[src/rtl/multicycle_ctrl.sv]
// Main control FSM of the multicycle CPU: fetch/decode/execute sequencing with a memory-wait watchdog.
// Optional retired-instruction counter enabled by defining MULTICYCLE_CTRL_RETIRE_CNT_EN.
module multicycle_ctrl #(
    parameter int MAX_WAIT = 16,
    parameter int CNT_W    = 32
) (
    input  logic             clk,
    input  logic             rst_n,
    input  logic [5:0]       opcode,
    input  logic [5:0]       funct,
    input  logic             zero,
    input  logic             mem_ack,
    output logic             mem_req,
    output logic             mem_we,
    output logic             ir_we,
    output logic             pc_we,
    output logic [1:0]       pc_src,
    output logic             reg_we,
    output logic [1:0]       reg_dst,
    output logic [1:0]       wb_src,
    output logic             alu_src_b,
    output logic [2:0]       alu_op,
    output logic [1:0]       fault,
    output logic [3:0]       state_dbg
`ifdef MULTICYCLE_CTRL_RETIRE_CNT_EN
    ,
    output logic [CNT_W-1:0] retired
`endif
);

    localparam int WAIT_W = $clog2(MAX_WAIT + 1);

    localparam logic [5:0] OP_RTYPE = 6'b000000;
    localparam logic [5:0] OP_XORI  = 6'b001110;
    localparam logic [5:0] OP_LW    = 6'b100011;
    localparam logic [5:0] OP_SW    = 6'b101011;
    localparam logic [5:0] OP_BNE   = 6'b000101;
    localparam logic [5:0] OP_J     = 6'b000010;
    localparam logic [5:0] OP_JAL   = 6'b000011;

    localparam logic [5:0] FN_ADD = 6'b100000;
    localparam logic [5:0] FN_SUB = 6'b100010;
    localparam logic [5:0] FN_SLT = 6'b101010;
    localparam logic [5:0] FN_JR  = 6'b001000;

    typedef enum logic [3:0] {
        FETCH    = 4'd0,
        DECODE   = 4'd1,
        EXEC_R   = 4'd2,
        EXEC_I   = 4'd3,
        MEM_ADDR = 4'd4,
        MEM_RD   = 4'd5,
        MEM_WR   = 4'd6,
        WB_R     = 4'd7,
        WB_I     = 4'd8,
        WB_MEM   = 4'd9,
        BRANCH   = 4'd10,
        JUMP     = 4'd11,
        HALT     = 4'd12
    } state_t;

    state_t            state_q, state_d;
    logic [1:0]        fault_q, fault_d;
    logic [WAIT_W-1:0] wait_q, wait_d;
    logic              timeout;

    logic       req_c, we_c, irwe_c, pcwe_c, regwe_c, alub_c;
    logic [1:0] pcsrc_c, regdst_c, wbsrc_c;
    logic [2:0] aluop_c;

    function automatic state_t decode_next(input logic [5:0] op, input logic [5:0] fn);
        state_t nxt;
        nxt = HALT;
        case (op)
            OP_RTYPE: begin
                if (fn == FN_ADD || fn == FN_SUB || fn == FN_SLT) nxt = EXEC_R;
                else if (fn == FN_JR)                             nxt = JUMP;
            end
            OP_XORI:        nxt = EXEC_I;
            OP_LW, OP_SW:   nxt = MEM_ADDR;
            OP_BNE:         nxt = BRANCH;
            OP_J, OP_JAL:   nxt = JUMP;
            default:        nxt = HALT;
        endcase
        return nxt;
    endfunction

    function automatic logic [2:0] r_alu_op(input logic [5:0] fn);
        logic [2:0] op;
        case (fn)
            FN_SUB:  op = 3'b001;
            FN_SLT:  op = 3'b011;
            default: op = 3'b000;
        endcase
        return op;
    endfunction

    // A pending request times out on the cycle its wait count would reach MAX_WAIT; an ack that cycle still wins.
    assign timeout = !mem_ack && (wait_q == WAIT_W'(MAX_WAIT - 1));

    always_comb begin
        state_d  = state_q;
        fault_d  = fault_q;
        req_c    = 1'b0;
        we_c     = 1'b0;
        irwe_c   = 1'b0;
        pcwe_c   = 1'b0;
        pcsrc_c  = 2'b00;
        regwe_c  = 1'b0;
        regdst_c = 2'b00;
        wbsrc_c  = 2'b00;
        alub_c   = 1'b0;
        aluop_c  = 3'b000;
        case (state_q)
            FETCH: begin
                req_c = 1'b1;
                if (mem_ack) begin
                    irwe_c  = 1'b1;
                    pcwe_c  = 1'b1;
                    state_d = DECODE;
                end else if (timeout) begin
                    state_d = HALT;
                    fault_d = 2'b10;
                end
            end
            DECODE: begin
                state_d = decode_next(opcode, funct);
                if (state_d == HALT) fault_d = 2'b01;
            end
            EXEC_R: begin
                aluop_c = r_alu_op(funct);
                state_d = WB_R;
            end
            WB_R: begin
                regwe_c  = 1'b1;
                regdst_c = 2'b01;
                aluop_c  = r_alu_op(funct);
                state_d  = FETCH;
            end
            EXEC_I: begin
                alub_c  = 1'b1;
                aluop_c = 3'b010;
                state_d = WB_I;
            end
            WB_I: begin
                regwe_c = 1'b1;
                alub_c  = 1'b1;
                aluop_c = 3'b010;
                state_d = FETCH;
            end
            MEM_ADDR: begin
                alub_c  = 1'b1;
                state_d = (opcode == OP_SW) ? MEM_WR : MEM_RD;
            end
            MEM_RD: begin
                req_c = 1'b1;
                if (mem_ack) begin
                    state_d = WB_MEM;
                end else if (timeout) begin
                    state_d = HALT;
                    fault_d = 2'b10;
                end
            end
            WB_MEM: begin
                regwe_c = 1'b1;
                wbsrc_c = 2'b01;
                state_d = FETCH;
            end
            MEM_WR: begin
                req_c = 1'b1;
                we_c  = 1'b1;
                if (mem_ack) begin
                    state_d = FETCH;
                end else if (timeout) begin
                    state_d = HALT;
                    fault_d = 2'b10;
                end
            end
            BRANCH: begin
                aluop_c = 3'b001;
                if (!zero) begin
                    pcwe_c  = 1'b1;
                    pcsrc_c = 2'b01;
                end
                state_d = FETCH;
            end
            JUMP: begin
                pcwe_c  = 1'b1;
                pcsrc_c = (opcode == OP_RTYPE) ? 2'b11 : 2'b10;
                if (opcode == OP_JAL) begin
                    regwe_c  = 1'b1;
                    regdst_c = 2'b10;
                    wbsrc_c  = 2'b10;
                end
                state_d = FETCH;
            end
            HALT:    state_d = HALT;
            default: state_d = HALT;
        endcase

        if (state_d != state_q || mem_ack) wait_d = '0;
        else if (req_c)                    wait_d = wait_q + WAIT_W'(1);
        else                               wait_d = wait_q;
    end

    always_ff @(posedge clk) begin
        if (!rst_n) begin
            state_q <= FETCH;
            fault_q <= 2'b00;
            wait_q  <= '0;
        end else begin
            state_q <= state_d;
            fault_q <= fault_d;
            wait_q  <= wait_d;
        end
    end

    // Everything is held at zero while reset is asserted, so an abandoned instruction writes nothing.
    assign mem_req   = rst_n & req_c;
    assign mem_we    = rst_n & we_c;
    assign ir_we     = rst_n & irwe_c;
    assign pc_we     = rst_n & pcwe_c;
    assign reg_we    = rst_n & regwe_c;
    assign alu_src_b = rst_n & alub_c;
    assign pc_src    = rst_n ? pcsrc_c  : 2'b00;
    assign reg_dst   = rst_n ? regdst_c : 2'b00;
    assign wb_src    = rst_n ? wbsrc_c  : 2'b00;
    assign alu_op    = rst_n ? aluop_c  : 3'b000;
    assign fault     = rst_n ? fault_q  : 2'b00;
    assign state_dbg = rst_n ? state_q  : 4'd0;

`ifdef MULTICYCLE_CTRL_RETIRE_CNT_EN
    logic [CNT_W-1:0] retired_q;

    always_ff @(posedge clk) begin
        if (!rst_n) begin
            retired_q <= '0;
        end else if (state_q != FETCH && state_d == FETCH) begin
            retired_q <= retired_q + CNT_W'(1);
        end
    end

    assign retired = rst_n ? retired_q : '0;
`else
    logic unused_cnt_w;
    assign unused_cnt_w = (CNT_W != 0);
`endif

endmodule

[config.mk]
export PLATFORM = sky130hd
export DESIGN_NAME = multicycle_ctrl
export DESIGN_NICKNAME = d
export VERILOG_FILES = /design/src/rtl/multicycle_ctrl.sv
export SDC_FILE = /design/constraint.sdc
export NUM_CORES = 1
export LEC_CHECK = 0
export ABC_AREA = 1
export ABC_CLOCK_PERIOD_IN_PS = 2900
export BUFFER_PORTS_ARGS = -buffer_cell sky130_fd_sc_hd__buf_2
export CORE_MARGIN = 3
export CORE_UTILIZATION = 55
export DETAILED_ROUTE_END_ITERATION = 12
export GPL_ROUTABILITY_DRIVEN = 0
export PLACE_DENSITY_LB_ADDON = 0.25
export SYNTH_ARGS = -nofsm -noshare
export SYNTH_HDL_FRONTEND = slang
export SYNTH_SLANG_ARGS = --single-unit
[constraint.sdc]
create_clock -name clk -period 2.9 [get_ports clk]
set_input_delay 0.145 -clock clk [delete_from_list [all_inputs] [get_ports clk]]
set_output_delay 0.145 -clock clk [all_outputs]
set_load 0.02 [all_outputs]
==> metrics.yaml, run 1 <==
outcome: "complete, no violations"
syn_inst: 208
met3_length_microns: 221
cts_buffer_depth: 2
via_count: 1323
powerDensity_mw_per_mm2: 671
wl_met2_mm: 1.26
dieWidth_microns: 53.2
clkTransAtPathRegs_ns: 0.07
combPwrFrac: 0.662
dieArea_sq_mm: 0.00283
dp_slack_ns: 1.03
nets: 261
routed.top_layer: "met3"
finalHoldViolations: 0
vias_per_cell: 4.92
synth_ff_type: "dfxtp_1"
yosys.cell_types.count: 39
avgSynthCellArea_sq_um: 5.90
h-tree-depth: 1
dp_hpwl_mm: 2.27
drt-initial-drc-count: 38
synth_nets: 226
syn_to_final_growth_pct: 16.2
cp.required_ns: 2.76
drt-pass1-iter-count: 4
swShare: 0.541
wirelength_mm: 2.69
cts_buffers: 3
max_cap_violations: 0
synthArstFlopShare: 0
wl_per_cell_microns: 10.0
cts-resized-gates: 0
p_int_uw: 439
cts_tree: "built"
synthTopCellsByArea: "dfxtp_1, nand2_1, inv_1"
insertion_delay_ns: 0.27
drc: 0
min_path_cells: 2
clkPwrFrac: 0.109
seqPwrFrac: 0.229
fmax_mhz: 502
synth_top_area_frac: 0.180
hold_path_class: "primary input to register"
period_minus_slack_ns: 1.99
synth_common_cells: "nand2_1, inv_1, nor2_1, nand3_1, dfxtp_1"
nFillCells: 207
hold_buffers: 0
rsz0062_at_grt: "no"
p_leak_uw: 0.000828
worstPathMaxFanout: 5
die_h_microns: 53.2
drive_gt1_frac: 0.281
io_buffer_count: 35
grt_pass1_vias: 1054
seq_area_frac_synth: 0.180
grt_pass1_wl_mm: 4.53
synth_top_area_cell: "dfxtp_1"
syn-cell-area_sq_mm: 0.00123
p_switching_uw: 518
fin_crit_sh: 0.687
synth-edff-count: 0
post-cts-setup-buffers: 0
io_pins: 37
peakVddDrop_uv: 449
ys_seq_elements: 11
slew_viol_final: 0
start_util: 0.600
grt-ovfl-total: 0
root_buffer: "clkbuf_4"
critPathKind: "register to primary output"
grt_max_degree: 16
crit_path_end_kind: "primary output"
fin_ws_ns: 0.908
yosysWarnings: 0
rows: 16
cp.arrival_ns: 1.85
core_sq_mm: 0.00204
clock-sinks: 11
finalSetupViolCount: 0
m1WireLength_mm: 1.21
antenna_left: 0
antennaDiodeCount: 0
fin_worst_skew_ns: 0.00512
synth_most_common_cell: "nand2_1"
start_kind: "register"
grt.total_usage: 0.214
grt_antenna_before_repair: 0
rr_worst_depth: 12
setup_tns_ns: 0
cell type report:
cell class | instances | area (sq um) | share of cell area
clock buffers | 3 | 22.5 | 0.0158
clock inverters | 1 | 5.00 | 0.00351
well taps | 27 | 33.8 | 0.0237
multi-input cells | 149 | 807 | 0.566
flip-flops and latches | 11 | 220 | 0.155
repair buffers | 35 | 175 | 0.123
inverters | 43 | 161 | 0.113
worst paths after layout:
| kind | from | end | slack, ns |
|---|---|---|---|
| setup / recovery | state_q[3] | reg_we | 0.91 |
| hold / removal | rst_n | fault_q[0] | 0.27 |
| setup reg to reg | wait_q[0] | wait_q[0] | 1.01 |
| hold reg to reg | fault_q[0] | fault_q[0] | 0.56 |
stage by stage:
| stage | power [uW] | instance area (sq um) | hold slack, ns | std cells | utilization |
|---|---|---|---|---|---|
| finish | 957 | 1430 | 0.268 | 269 | 0.698 |
| global route | 1050 | 1430 | 0.285 | 269 | 0.698 |
| CTS | 965 | 1430 | 0.257 | 269 | 0.698 |
| detailed placement | 858 | 1400 | 0.536 | 265 | 0.684 |
| global placement | 851 | 1400 | 0.534 | 265 | 0.684 |
| floorplan | 753 | 1230 | 0.412 | 208 | - |
cell families (layout without fill, tap and decap cells):
family          Yosys count  count (layout)  synth area share
simple gates            126             126             0.518
buf+inv                  48              82             0.162
compound gates           16              16            0.0867
flops                    11              11             0.180
xor+xnor                  3               3            0.0214
fa+ha+maj                 2               2            0.0204
other cells               1               1           0.00306
mux                       1               1           0.00816
power groups by stage:
stage	registers (uW)	clock network [uW]	logic (uW)
floorplan	214	0	539
global placement	222	0	629
detailed placement	222	0	636
CTS	218	109	638
global route	226	115	709
finish	219	104	634
cells in the final DEF, fill, tap and decap left out, types with 3 or more instances in the layout:
cell	synthesis	final
nor2_1	32	32
clkbuf_4	0	3
nor3_1	4	4
inv_1	35	35
inv_2	7	7
nand2_2	6	6
dfxtp_1	11	11
nand2_1	49	49
nand4_1	3	3
nand3_1	16	16
nor3_2	5	5
o21ai_0	4	4
nor2_2	3	3
buf_2	0	35
metal layers:
| layer | track usage | up-vias |
|---|---|---|
| li1 | - | 716 |
| met1 | 0.292 | 558 |
| met2 | 0.341 | 49 |
| met3 | 0.0535 | 0 |
| met4 | 0.0383 | 0 |
| met5 | 0 | - |
registers in the layout (all words and copies together), names as in the netlist:
name,flops
wait_q,5
fault_q,2
state_q,4
critical path, stage by stage (launching register included):
cell     delay [ns]
dfxtp_1        0.45
inv_1          0.11
nor2_1         0.20
inv_1          0.10
nor2_1         0.16
nand4_1        0.20
a31oi_1        0.17
buf_2          0.18
Note: power is estimated with default switching activity, not from simulation.
==> run 2, diff against run 1 <==
--- a/config.mk
+++ b/config.mk
@@ -6,10 +6,10 @@
 export NUM_CORES = 1
 export LEC_CHECK = 0
 export ABC_AREA = 1
-export ABC_CLOCK_PERIOD_IN_PS = 2900
+export ABC_CLOCK_PERIOD_IN_PS = 1900
 export BUFFER_PORTS_ARGS = -buffer_cell sky130_fd_sc_hd__buf_2
 export CORE_MARGIN = 3
-export CORE_UTILIZATION = 55
+export CORE_UTILIZATION = 51
 export DETAILED_ROUTE_END_ITERATION = 12
 export GPL_ROUTABILITY_DRIVEN = 0
 export PLACE_DENSITY_LB_ADDON = 0.25
==> constraint.sdc (replaced) <==
create_clock -name clk -period 1.9 [get_ports clk]
set_input_delay 0.095 -clock clk [delete_from_list [all_inputs] [get_ports clk]]
set_output_delay 0.095 -clock clk [all_outputs]
set_load 0.02 [all_outputs]
==> metrics.yaml, run 2 (synthesis results as in run 1) <==
grt_antenna_before_repair: 0
grt-ovfl-total: 0
io_buffer_count: 35
rows: 17
drt-pass1-iter-count: 4
dieArea_sq_mm: 0.00303
fin_worst_skew_ns: 0.00817
place_area_sq_mm: 0.00141
grt.total_usage: 0.215
outcome: "complete, no violations"
nFillCells: 233
slowest_delay_ns: 0.39
cts_buffer_depth: 2
p_leak_uw: 0.000843
core_sq_mm: 0.00225
critPathKind: "register to primary output"
drt-initial-drc-count: 38
worstPathMaxFanout: 5
drc: 0
hold_path_class: "primary input to register"
rr_worst_depth: 11
finalHoldViolations: 0
slew_viol_final: 0
finalSetupViolCount: 0
peakVddDrop_uv: 607
slowest_stage: "dfxtp_4"
powerDensity_mw_per_mm2: 1070
antennaDiodeCount: 0
start_kind: "register"
h-tree-depth: 1
antenna_left: 0
insertion_delay_ns: 0.28
design_area_sq_mm: 0.00149
drive_gt1_frac: 0.347
clkTransAtPathRegs_ns: 0.07
grt_pass1_wl_mm: 4.72
cts_buffers: 3
final_common_cell: "nand2_1"
hold_buffers: 0
cp.required_ns: 1.80
min_path_cells: 2
final_cell_mix: "nand2_1, inv_1, buf_2, nor2_1, nand3_1"
nets: 264
via_count: 1358
power.total_uw: 1590
start_util: 0.544
syn_to_final_growth_pct: 21.6
reg2reg_to: "wait_q[0]"
clock-sinks: 11
crit_chain: "inv_1 -> nor2_2 -> inv_1 -> nor2_2 -> nand4_1 -> a31oi_1 -> buf_4"
io_pins: 37
vias_per_cell: 4.97
min_from: "rst_n"
dieWidth_microns: 55.0
top_register: "wait_q"
die_h_microns: 55.0
fin_crit_sh: 0.946
crit_path_end_kind: "primary output"
fmax_mhz: 556
wl_per_cell_microns: 10.9
holdPathEnd: "fault_q[0]"
grt_pass1_vias: 1101
largestRegisters: "wait_q: 5 flops, state_q: 4 flops, fault_q: 2 flops"
r2r_slack_ns: 0.13
period_minus_slack_ns: 1.80
max_cap_violations: 0
reg2reg_from: "wait_q[0]"
grt_max_degree: 16
cp.arrival_ns: 1.70
wirelength_mm: 2.99
root_buffer: "clkbuf_4"
cts_tree: "built"
dp_hpwl_mm: 2.40
largest_reg_flops: 5
==> run 2: cell count changes in the layout (fill, tap and decap cells not counted), sizes merged <==
cell,delta
buf,+3
==> run 2: worst max path at each step <==
stage / start / to / slack, ns / depth (start not counted)
after global placement: wait_q[0] / wait_q[2] / 0.14 / 12
final: state_q[3] / reg_we / 0.10 / 7
after floorplan: wait_q[0] / wait_q[0] / 0.23 / 12
after global routing: wait_q[0] / wait_q[3] / -0.05 / 12
after detailed placement: wait_q[0] / wait_q[0] / 0.04 / 12
after CTS: state_q[3] / reg_we / 0.03 / 7
==> run 2: what timing repair did <==
item,in CTS,in global routing
gates resized for setup,1,17
endpoints found under the setup margin,3,11
pin swaps,0,10
setup buffers,0,2
==> run 2: final cells by class <==
class                      count  area (sq um)  area share
inverter                      43           161       0.108
multi-input combinational    149           835       0.560
clock buffer                   3          22.5      0.0151
sequential                    11           233       0.156
tap                           28          35.0      0.0235
clock inverter                 1          5.00     0.00336
timing repair buffer          38           200       0.134
==> run 2: routing by layer <==
metal | GRT usage | vias to the layer above | routed length [microns]
li1 | - | 722 | -
met1 | 0.297 | 580 | 1300
met2 | 0.335 | 52 | 1410
met3 | 0.0429 | 4 | 247
met4 | 0.0607 | 0 | 35
met5 | 0 | - | 0
==> run 2: critical path, delay by kind of cell (launching register included) <==
kind            cells  cell delay (ns)
compound gates      1             0.21
simple gates        3             0.48
flops               1             0.39
buf+inv             3             0.35
==> run 2: per-stage QoR <==
| step | setup TNS, ns | cells | worst slack [ns] | hold WS (ns) | utilization |
|---|---|---|---|---|---|
| floorplan | 0 | 208 | 0.230 | 0.326 | - |
| global placement | 0 | 267 | 0.136 | 0.496 | 0.624 |
| detailed placement | 0 | 267 | 0.0363 | 0.502 | 0.624 |
| CTS | 0 | 271 | 0.0304 | 0.223 | 0.637 |
| global route | -0.133 | 273 | -0.0499 | 0.250 | 0.661 |
| finish | 0 | 273 | 0.103 | 0.221 | 0.661 |
==> run 2: report_power, final <==
group | internal [uW] | leakage (uW) | switching [uW]
combinational | 365 | 0.000732 | 702
sequential | 290 | 0.0000926 | 71.8
clock | 78.1 | 0.0000177 | 86.1
total | 732 | 0.000843 | 860
==> run 3, diff against run 2 <==
--- a/config.mk
+++ b/config.mk
@@ -6,10 +6,10 @@
 export NUM_CORES = 1
 export LEC_CHECK = 0
 export ABC_AREA = 1
-export ABC_CLOCK_PERIOD_IN_PS = 1900
+export ABC_CLOCK_PERIOD_IN_PS = 1500
 export BUFFER_PORTS_ARGS = -buffer_cell sky130_fd_sc_hd__buf_2
 export CORE_MARGIN = 3
-export CORE_UTILIZATION = 51
+export CORE_UTILIZATION = 46
 export DETAILED_ROUTE_END_ITERATION = 12
 export GPL_ROUTABILITY_DRIVEN = 0
 export PLACE_DENSITY_LB_ADDON = 0.25
==> constraint.sdc (replaced) <==
create_clock -name clk -period 1.5 [get_ports clk]
set_input_delay 0.075 -clock clk [delete_from_list [all_inputs] [get_ports clk]]
set_output_delay 0.075 -clock clk [all_outputs]
set_load 0.02 [all_outputs]
==> metrics.yaml, run 3 (synthesis results as in run 1) <==
outcome: "complete, but fails checks"
violations: "negative setup slack"
grt-ovfl-total: 0
io_buffer_count: 35
io_pins: 37
start_kind: "register"
clkPwrFrac: 0.076
peakVddDrop_uv: 1220
max_cap_violations: 0
setup_tns_ns: -2.54
grt.total_usage: 0.220
wirelength_mm: 3.76
fin_hold_ws_ns: 0.219
cp.arrival_ns: 1.95
antennaDiodeCount: 0
drive_gt1_frac: 0.498
design_area_sq_mm: 0.00192
nets: 300
cts_tree: "built"
period_minus_slack_ns: 1.76
cts_buffer_depth: 2
worstPathMaxFanout: 5
powerDensity_mw_per_mm2: 1420
insertion_delay_ns: 0.28
p_leak_uw: 0.00106
critPathKind: "register to register"
die_h_microns: 57.6
reg2reg_from: "wait_q[0]"
cts_buffers: 3
finalHoldViolations: 0
combPwrFrac: 0.752
rows: 18
dieArea_sq_mm: 0.00332
start_util: 0.490
multi_input_area_sq_um: 927
grt_pass1_wl_mm: 5.82
root_buffer: "clkbuf_4"
hold_path_class: "primary input to register"
fin_ws_ns: -0.261
clkTransAtPathRegs_ns: 0.08
clock-sinks: 11
finalSetupViolCount: 18
via_count: 1538
dp_hpwl_mm: 2.72
largest_reg_flops: 5
syn_to_final_growth_pct: 56.5
holdPathEnd: "fault_q[0]"
drt-pass1-iter-count: 5
power.total_uw: 2730
p_int_uw: 1390
fin_crit_sh: 1.17
largestRegisters: "wait_q: 5 flops, state_q: 4 flops, fault_q: 2 flops"
core_sq_mm: 0.00250
min_path_cells: 3
crit_path_end_kind: "register"
p_switching_uw: 1340
final_cell_mix: "buf_4, nand2_1, inv_1, nor2_1, buf_2"
reg2reg_to: "wait_q[0]"
place_area_sq_mm: 0.00167
grt_pass1_vias: 1350
final_common_cell: "buf_4"
grt_max_degree: 12
fmax_mhz: 568
min_from: "rst_n"
grt_antenna_before_repair: 0
r2r_slack_ns: -0.26
nFillCells: 181
antenna_left: 0
vias_per_cell: 4.95
drt-initial-drc-count: 58
cp.required_ns: 1.69
dieWidth_microns: 57.6
swShare: 0.491
wl_per_cell_microns: 12.1
ff_latch_area_sq_um: 238
h-tree-depth: 1
rsz0062_at_grt: "yes"
drc: 0
rr_worst_depth: 12
top_register: "wait_q"
seqPwrFrac: 0.171
fin_worst_skew_ns: 0.0110
slew_viol_final: 0
run 3: layer usage:
| layer | global-route usage | wire length [microns] | up-vias |
|---|---|---|---|
| met5 | 0 | 0 | - |
| met4 | 0.0364 | 0 | 0 |
| met3 | 0.0490 | 276 | 0 |
| met2 | 0.363 | 1850 | 61 |
| met1 | 0.300 | 1630 | 679 |
| li1 | - | - | 798 |
run 3: stage by stage:
stage               setup WS [ns]  instances  utilization
global placement           -0.183        300        0.669
global route               -0.381        311        0.768
floorplan                 -0.0886        208            -
CTS                        -0.210        308        0.713
detailed placement         -0.231        300        0.669
finish                     -0.261        311        0.768
run 3: layout make-up:
class / instances / share of cell area
well taps: 30 / 0.0196
multi-input cells: 149 / 0.483
inverters: 43 / 0.0880
flip-flops and latches: 11 / 0.124
clock buffers: 4 / 0.0137
repair buffers: 74 / 0.272
run 3: how the worst max path moves through the flow:
stage,start,endpoint,slack [ns],depth (start not counted)
floorplan,wait_q[1],wait_q[0],-0.09,12
global placement,wait_q[1],wait_q[1],-0.18,11
detailed placement,wait_q[0],wait_q[0],-0.23,11
CTS,state_q[3],reg_we,-0.21,7
finish,wait_q[0],wait_q[0],-0.26,12
global route,wait_q[0],wait_q[0],-0.38,12
run 3: power groups by stage:
stage          combinational [uW]  clock (uW)  sequential (uW)
5_1_grt                      2210         227              471
6_report                     2050         208              468
2_1_floorplan                1080           0              419
3_3_place_gp                 1650           0              420
4_1_cts                      1790         210              431
3_5_place_dp                 1670           0              422
run 3: critical path, stage by stage, from the launching register on:
cell and delay, ns:
dfxtp_2 0.36, ha_4 0.14, nand2_2 0.05, nor2_2 0.10, ha_2 0.23, nor4_2 0.05, nor2_1 0.18, nand2_1 0.08
nand2_1 0.06, nand2_1 0.05, inv_2 0.06, nand3_4 0.12, nor3_2 0.20
run 3: repair_timing:
item | CTS | global route
buffers inserted | 4 | 3
pin swaps | 13 | 26
gates resized for setup | 21 | 40
setup endpoints to repair | 21 | 21
hold buffers | 0 | 0
